`src/rtl/host_mem_rsp_router.sv`:
```
// Steers in-order host memory read beats and write responses back to the DMA or USM source.
// Define HOSTMEM_RSP_ROUTER_ERR_CHECK_EN to discard unexpected responses and build the sticky error flag.
module host_mem_rsp_router #(
  parameter int DATA_WIDTH      = 512,
  parameter int BURST_CNT_WIDTH = 7,
  parameter int ORDER_DEPTH     = 64,
  localparam int ORDER_DEPTH_W  = $clog2(ORDER_DEPTH)
) (
  input  logic                       clk,
  input  logic                       reset,
  input  logic                       req_rd_fire,
  input  logic                       req_rd_src,
  input  logic [BURST_CNT_WIDTH-1:0] req_rd_burstcount,
  input  logic                       req_wr_fire,
  input  logic                       req_wr_src,
  output logic                       rd_order_full,
  output logic                       wr_order_full,
  input  logic                       sink_readdatavalid,
  input  logic [DATA_WIDTH-1:0]      sink_readdata,
  input  logic [1:0]                 sink_response,
  input  logic                       sink_writeresponsevalid,
  input  logic [1:0]                 sink_wr_response,
  output logic [1:0]                 src_readdatavalid,
  output logic [DATA_WIDTH-1:0]      src_readdata,
  output logic [1:0]                 src_response,
  output logic [1:0]                 src_writeresponsevalid,
  output logic [1:0]                 src_wr_response,
  output logic [ORDER_DEPTH_W:0]     rd_outstanding,
  output logic                       err_unexpected
);

  typedef struct packed {
    logic                       src;
    logic [BURST_CNT_WIDTH-1:0] len;
  } rd_entry_t;

  rd_entry_t                  rd_mem [ORDER_DEPTH];
  logic [ORDER_DEPTH_W-1:0]   rd_wptr, rd_rptr;
  logic [ORDER_DEPTH_W:0]     rd_count;
  logic [BURST_CNT_WIDTH-1:0] rd_beats;
  rd_entry_t                  rd_head;
  logic                       rd_empty, rd_full, rd_last, rd_pop, rd_push;
  logic [BURST_CNT_WIDTH-1:0] rd_len_in;

  logic [ORDER_DEPTH-1:0]     wr_mem;
  logic [ORDER_DEPTH_W-1:0]   wr_wptr, wr_rptr;
  logic [ORDER_DEPTH_W:0]     wr_count;
  logic                       wr_empty, wr_full, wr_pop, wr_push;

  logic [1:0]                 rd_valid_next, wr_valid_next;

  assign rd_head   = rd_mem[rd_rptr];
  assign rd_empty  = (rd_count == '0);
  assign rd_full   = (rd_count == (ORDER_DEPTH_W + 1)'(ORDER_DEPTH));
  // Beats already delivered for the head burst are counted upward, so the
  // next head takes effect on the very next beat without a reload cycle.
  assign rd_last   = ((rd_beats + BURST_CNT_WIDTH'(1)) == rd_head.len);
  assign rd_pop    = sink_readdatavalid && !rd_empty && rd_last;
  assign rd_push   = req_rd_fire && (!rd_full || rd_pop);
  assign rd_len_in = (req_rd_burstcount == '0) ? BURST_CNT_WIDTH'(1) : req_rd_burstcount;

  assign wr_empty  = (wr_count == '0);
  assign wr_full   = (wr_count == (ORDER_DEPTH_W + 1)'(ORDER_DEPTH));
  assign wr_pop    = sink_writeresponsevalid && !wr_empty;
  assign wr_push   = req_wr_fire && (!wr_full || wr_pop);

  assign rd_order_full  = rd_full;
  assign wr_order_full  = wr_full;
  assign rd_outstanding = rd_count;

  always_ff @(posedge clk) begin
    if (rd_push) rd_mem[rd_wptr] <= '{src: req_rd_src, len: rd_len_in};
    if (wr_push) wr_mem[wr_wptr] <= req_wr_src;
  end

  always_ff @(posedge clk) begin
    if (reset) begin
      rd_wptr  <= '0;
      rd_rptr  <= '0;
      rd_count <= '0;
      rd_beats <= '0;
      wr_wptr  <= '0;
      wr_rptr  <= '0;
      wr_count <= '0;
    end else begin
      if (rd_push) rd_wptr <= rd_wptr + 1'b1;
      if (rd_pop)  rd_rptr <= rd_rptr + 1'b1;
      rd_count <= rd_count + (ORDER_DEPTH_W + 1)'(rd_push) - (ORDER_DEPTH_W + 1)'(rd_pop);
      if (sink_readdatavalid && !rd_empty)
        rd_beats <= rd_last ? '0 : rd_beats + BURST_CNT_WIDTH'(1);
      if (wr_push) wr_wptr <= wr_wptr + 1'b1;
      if (wr_pop)  wr_rptr <= wr_rptr + 1'b1;
      wr_count <= wr_count + (ORDER_DEPTH_W + 1)'(wr_push) - (ORDER_DEPTH_W + 1)'(wr_pop);
    end
  end

  always_comb begin
    rd_valid_next = '0;
    if (sink_readdatavalid) begin
      if (!rd_empty) rd_valid_next[rd_head.src] = 1'b1;
`ifndef HOSTMEM_RSP_ROUTER_ERR_CHECK_EN
      else rd_valid_next[0] = 1'b1;
`endif
    end
  end

  always_comb begin
    wr_valid_next = '0;
    if (sink_writeresponsevalid) begin
      if (!wr_empty) wr_valid_next[wr_mem[wr_rptr]] = 1'b1;
`ifndef HOSTMEM_RSP_ROUTER_ERR_CHECK_EN
      else wr_valid_next[0] = 1'b1;
`endif
    end
  end

  always_ff @(posedge clk) begin
    if (reset) begin
      src_readdatavalid      <= '0;
      src_readdata           <= '0;
      src_response           <= '0;
      src_writeresponsevalid <= '0;
      src_wr_response        <= '0;
    end else begin
      src_readdatavalid      <= rd_valid_next;
      src_readdata           <= sink_readdata;
      src_response           <= sink_response;
      src_writeresponsevalid <= wr_valid_next;
      src_wr_response        <= sink_wr_response;
    end
  end

`ifdef HOSTMEM_RSP_ROUTER_ERR_CHECK_EN
  logic err_q;
  logic err_event;

  assign err_event = (sink_readdatavalid && rd_empty)
                   || (sink_writeresponsevalid && wr_empty)
                   || (req_rd_fire && !rd_push)
                   || (req_wr_fire && !wr_push)
                   || (req_rd_fire && (req_rd_burstcount == '0));

  always_ff @(posedge clk) begin
    if (reset)          err_q <= 1'b0;
    else if (err_event) err_q <= 1'b1;
  end

  assign err_unexpected = err_q;
`else
  assign err_unexpected = 1'b0;
`endif

endmodule

```
`config.mk`:
```
export PLATFORM = sky130hd
export DESIGN_NAME = host_mem_rsp_router
export DESIGN_NICKNAME = d
export VERILOG_FILES = /design/src/rtl/host_mem_rsp_router.sv
export SDC_FILE = /design/constraint.sdc
export NUM_CORES = 1
export LEC_CHECK = 0
export CAP_MARGIN = 20
export CORE_AREA = 2 2 409 411
export DETAILED_ROUTE_END_ITERATION = 8
export DIE_AREA = 0 0 411 413
export HOLD_SLACK_MARGIN = 0.03
export SLEW_MARGIN = 20
export SYNTH_ARGS = -nofsm -noshare
export SYNTH_HDL_FRONTEND = slang
export SYNTH_SLANG_ARGS = --single-unit
export TNS_END_PERCENT = 5
```
`constraint.sdc`:
```
create_clock -name clk -period 15.8 [get_ports clk]
set_clock_uncertainty 0.15 [all_clocks]
set_input_delay 3.16 -clock clk [delete_from_list [all_inputs] [get_ports clk]]
set_output_delay 3.16 -clock clk [all_outputs]
set_load 0.01 [all_outputs]
```
Yosys cells after proc, flatten, opt, wreduce, memory -nomap -nowiden
Memory sizes are Yosys's and may differ from the RTL's. A register that Yosys moved wholly into a read port is not among the register bits.
Cells that the tools add are included.
{"block": "totals", "register_bits": 629, "elab_cells": 75, "mem_bits_rw": 512, "n_memories": 1}
{"block": "op_classes", "n_lt_le_gt_ge": 7, "n_mux": 17, "bitwise_logic": 2, "n_reduce_logical": 21, "n_eq_ne": 3, "addsub": 9}
{"name": "rd_mem", "depth": 64, "width": 8, "rd": 1, "rd_clocked_by_memory_dff": 1, "wr": 1, "line": "37", "rtl": "rd_entry_t rd_mem [ORDER_DEPTH];"}
{"op": "bitwise mux 64 bit", "count": 1}
{"op": "adder 6 x 1 -> 6 bit, second input constant", "count": 4}
{"op": "zero test 7 bit", "count": 3}
{"op": "adder 7 x 1 -> 7 bit", "count": 2}
{"op": "equality test 7 bit, second input constant", "count": 2}
{"op": "less-than comparator 6 x 7 -> 1 bit, second input constant", "count": 2}
{"op": "two-way mux 7 bit", "count": 2}
{"op": "subtractor 7 x 1 -> 7 bit", "count": 2}
{"op": "two-way mux 6 bit", "count": 2}
{"op": "logical AND 1 bit", "count": 8}
{"op": "two-way mux 1 bit", "count": 8}
{"op": "adder 7 x 1 -> 7 bit, second input constant", "count": 1}
{"op": "equality test 7 bit", "count": 1}
{"op": "binary-select mux 1 bit (select 6 bit)", "count": 1}
{"op": "demux 1 bit (select 6 bit)", "count": 1}
{"op": ">= comparator 6 x 1 -> 1 bit, second input constant", "count": 1}
{"op": "OR reduction 3 bit", "count": 2}
{"op": "zero test 1 bit", "count": 4}
{"op": "less-than comparator 1 x 2 -> 1 bit, second input constant", "count": 2}
{"op": "OR reduction 2 bit", "count": 2}
{"op": "demux 1 bit (select 1 bit)", "count": 2}
{"op": ">= comparator 1 bit, second input constant", "count": 2}
{"op": "logical OR 1 bit", "count": 2}
{"op": "inverter 1 bit", "count": 2}

Longest topological paths before layout
{"block": "logic_depth", "depth_word": 8, "depth_mapped": 26}

Worst setup path after synthesis
OpenSTA, ideal clock, no wires.
{"block": "synth_timing", "path_type": "input to register", "start": "input sink_readdatavalid", "end": "memory rd_mem[11][0] in the netlist's numbering (enable)", "arrival_ps": 5206, "path_buffers": 2, "path_stages": 6, "setup_slack_ps": 10049, "setup_time_ps": 395, "cell_sequence": "nand2b_1 -> or4_1 -> o21a_1 -> buf_6 -> clkbuf_1 -> nor4_1"}
{"block": "synth_between", "elab_chain_len": 6}
{"element": "from (decl)", "line": "18", "rtl": "input logic sink_readdatavalid,"}
{"element": "logical AND 1 bit (2 in series)", "line": "58", "rtl": "assign rd_pop = sink_readdatavalid && !rd_empty && rd_last;"}
{"element": "logical OR 1 bit", "line": "59", "rtl": "assign rd_push = req_rd_fire && (!rd_full || rd_pop);"}
{"element": "logical AND 1 bit", "line": "59"}
{"element": "two-way mux 1 bit", "line": "72", "rtl": "if (rd_push) rd_mem[rd_wptr] <= '{src: req_rd_src, len: rd_len_in};"}
{"element": "two-way mux 1 bit (not written as such)", "line": "72"}
{"element": "to (decl)", "line": "37"}
No other way between the ends.

==> summary.md <==
| Metric | Value |
|---|---|
| DRT Pass-1 Iters | 5 |
| Count leader, synth | edfxtp_1 |
| Max-cap violations | 0 |
| Vias | 27,657 |
| Post-synth net total | 3,196 |
| F_max | 134 MHz |
| CP Class | flip-flop to flip-flop |
| Fin crit period | 7480 ps |
| Switching Share | 0.258 |
| Yosys cell types | 65 |
| Core area | 0.166 mm^2 |
| Post-Syn Instances | 2,641 |
| Row count | 150 |
| Drc violations | 0 |
| Syn. warnings | 0 |
| Logic pwr share | 0.115 |
| Initial antenna violation count | 144 |
| Fraction of layout cells with a size suffix above 1 | 0.103 |
| CP required | 16,050 ps |
| Worst R2R Path Depth | 13 |
| Die ar. | 0.170 mm^2 |
| Slew margin rel. | 0.104 |
| Seq pwr share | 0.444 |
| Total wire length | 238,000 um |
| DRT antenna net count | 0 |
| Post CTS Setup Buffer Count | 0 |
| Hold Crit Start | rd_beats[1]$_SDFFE_PP0P_ |
| Status | finished, final reports clean |
| Commonest cells post-synth | edfxtp_1, dfxtp_1, nor2b_1, nor2_1, mux2i_1 |
| Reg area | 0.0287 mm^2 |
| Hold EP | rd_beats[1]$_SDFFE_PP0P_ |
| Routed len/inst | 39.1 um |
| Clk pwr share | 0.441 |
| Post-cts gate resize count | 0 |
| Top FF cell, synth | edfxtp_1 |
| Crit end category | flip-flop |
| Largest net degree at the start of global routing | 137 |
| Hold path depth | 2 |
| Worst Path Arrival | 7730 ps |
| Via density | 4.55 |
| Top cells by area, synth | edfxtp_1, dfxtp_1, nor2b_1 |
| Reg-to-Reg End | rd_mem[60][2]$_DFFE_PP_ |
| Htree depth | 4 |
| Worst VDD drop | 104 uV |
| Initial Util | 0.239 |
| Clk root buf | clkbuf_16 |
| Clock Sink Count | 1,147 |
| Crit share post-route | 0.473 |
| Clk buf depth | 3 |
| Cell area after synthesis | 0.0397 mm^2 |
| Die Y | 413 um |
| Switching pwr | 0.00194 W |
| First DRT Iteration DRCs | 3,017 |
| Tightest Pin Transition | 1340 ps |
| GR Util All Layers | 0.272 |
| Crit-path max FO | 42 |
| CTS tree | built |
| Port bufs | 1,059 |
| Layout Nets | 4,271 |
| R2R Setup Slk | 8320 ps |
| Clk_lat worst skew | 790 ps |
| Gr ovfl total | 0 |
| Detailed placement HPWL | 194,000 um |
| Post-synth EDFFs | 576 |
| Avg Cell Area, Syn | 15.0 um^2 |
| Int Power | 0.00557 W |
| Ports | 1,061 |
| Slew Viols, Final | 0 |
| Final hold violations | 0 |
| RSZ-0062 raised after global routing | no |
| Post-synthesis async set-or-reset flop share | 0 |
| Leading area contributor after synthesis | edfxtp_1 |
| Vias in the first global route | 26,803 |
| GPL Wtd Cong | 0.996 |
| Multi-input gate area | 0.0102 mm^2 |
| Register clock-pin slew on the reported worst setup and hold paths | 60 ps |
| Pleak | 19.5 nW |
| Setup TNS | 0 ps |
| Inserted Clock Buffers | 132 |
| Area delta synth->final | 44.9% |
| Die W | 411 um |
| Pwr Density | 131 mW/mm^2 |
| Final Instance Area | 0.0575 mm^2 |
| Fillers | 16,179 |
| Crit path launch type | flip-flop |
| HP Class | flip-flop to flip-flop |
| FF+latch count, synth | 1,147 |
| Final setup vio count | 0 |
| Top cell type's share of synthesized area | 0.436 |
| First-pass GRT wire length | 294,000 um |
| CTS Hold Bufs | 0 |
| Seq/Total Area, Yosys | 0.724 |
| Placed Area | 0.0527 mm^2 |
==> flip-flops by register name, summed over array words and instances (netlist names), named ones only <==
signal,count
rd_beats,7
rd_mem,512
rd_outstanding,7
rd_rptr,6
rd_wptr,6
src_readdata,512
src_readdatavalid,2
src_response,2
src_wr_response,2
src_writeresponsevalid,2
wr_count,7
wr_mem,64
wr_rptr,6
wr_wptr,6
==> placed cells by master, fill, tap and decap left out, types with 6 or more instances in the layout <==
| cell | n |
|---|---|
| clkdlybuf4s50_1 | 1056 |
| edfxtp_1 | 576 |
| dfxtp_1 | 568 |
| nor2b_1 | 527 |
| nor2_1 | 150 |
| clkbuf_16 | 135 |
| mux2i_1 | 110 |
| mux4_2 | 109 |
| nand2_1 | 53 |
| a21oi_1 | 50 |
| diode_2 | 47 |
| buf_4 | 38 |
| a22oi_1 | 31 |
| inv_1 | 30 |
| nor3_1 | 26 |
| nand3_1 | 25 |
| ha_1 | 22 |
| bufinv_16 | 19 |
| xnor2_1 | 17 |
| clkinv_2 | 17 |
| clkinv_1 | 17 |
| clkbuf_1 | 15 |
| xor2_1 | 13 |
| or3_1 | 12 |
| nand2b_1 | 12 |
| nor4_1 | 12 |
| nor2b_2 | 9 |
| and2_1 | 8 |
| clkbuf_8 | 8 |
| o21ai_0 | 7 |
| a2bb2oi_1 | 7 |
| nand4_1 | 7 |
| clkinv_16 | 7 |
| clkinvlp_4 | 7 |
| or2_2 | 6 |
| o21bai_1 | 6 |
| a221oi_1 | 6 |
| a211oi_1 | 6 |
==> worst max path at each step <==
| stage | from | end | slack [ps] | depth (start not counted) |
|---|---|---|---|---|
| floorplan | sink_readdatavalid | rd_mem[11][0]$_DFFE_PP_ | 10050 | 6 |
| global placement | flip-flop | rd_mem[38][6]$_DFFE_PP_ | 8460 | 13 |
| detailed placement | flip-flop | rd_mem[37][2]$_DFFE_PP_ | 8340 | 13 |
| CTS | flip-flop | rd_mem[37][2]$_DFFE_PP_ | 8310 | 13 |
| global route | flip-flop | rd_mem[21][4]$_DFFE_PP_ | 8050 | 13 |
| finish | flip-flop | rd_mem[60][2]$_DFFE_PP_ | 8320 | 13 |
==> metrics by stage <==
stage / hold slack [ps] / cells / util / setup WS (ps) / total power, W
6_report: 344 / 6072 / 0.347 / 8320 / 0.00751
5_1_grt: 369 / 6034 / 0.346 / 8050 / 0.00772
4_1_cts: 344 / 6024 / 0.346 / 8310 / 0.00756
3_5_place_dp: 336 / 5785 / 0.317 / 8340 / 0.00425
3_3_place_gp: 335 / 5785 / 0.317 / 8460 / 0.00425
2_1_floorplan: 312 / 2641 / - / 10050 / 0.00366
==> kinds of logic after synthesis <==
logic type | after synthesis | synth area share
AND/OR/NAND/NOR | 871 | 0.124
other | 1 | 0.0000945
buffers and inverters | 188 | 0.0207
XOR/XNOR | 30 | 0.00662
adder cells (fa/ha/maj) | 24 | 0.00794
AO/OA/AOI/OAI | 157 | 0.0267
multiplexers | 223 | 0.0908
flip-flops | 1147 | 0.724
==> critical path, stage by stage, from the launching register on <==
cell	delay (ps)
dfxtp_4	690
buf_4	660
buf_4	680
mux4_2	600
mux4_2	480
mux2i_1	240
xnor2_1	160
a21oi_1	90
a2111o_1	440
or4_1	660
o21a_1	270
buf_4	210
or2_2	670
nor3_1	1000
==> power groups by stage <==
stage / combinational, W / sequential, W / clock (W)
detailed placement: 0.000854 / 0.00340 / 0
finish: 0.000861 / 0.00334 / 0.00331
global placement: 0.000852 / 0.00340 / 0
CTS: 0.000857 / 0.00333 / 0.00337
floorplan: 0.000298 / 0.00336 / 0
global route: 0.000898 / 0.00334 / 0.00349
==> final cells by class <==
| type | instances | area share |
|---|---|---|
| Timing Repair Buffer | 1097 | 0.189 |
| Tap cell | 2204 | 0.0479 |
| Clock inverter | 81 | 0.0199 |
| Antenna cell | 47 | 0.00204 |
| Sequential cell | 1147 | 0.500 |
| Inverter | 32 | 0.00209 |
| Clock buffer | 158 | 0.0616 |
| Multi-Input combinational cell | 1306 | 0.178 |
==> metal layers <==
metal,up-vias,part of all wire,global-route usage
met2,1772,0.45,0.417
met4,58,0.068,0.164
met5,-,0.0015,0
met1,13798,0.37,0.308
li1,11557,-,-
met3,472,0.11,0.127
Note: power is estimated with default switching activity, not from simulation.
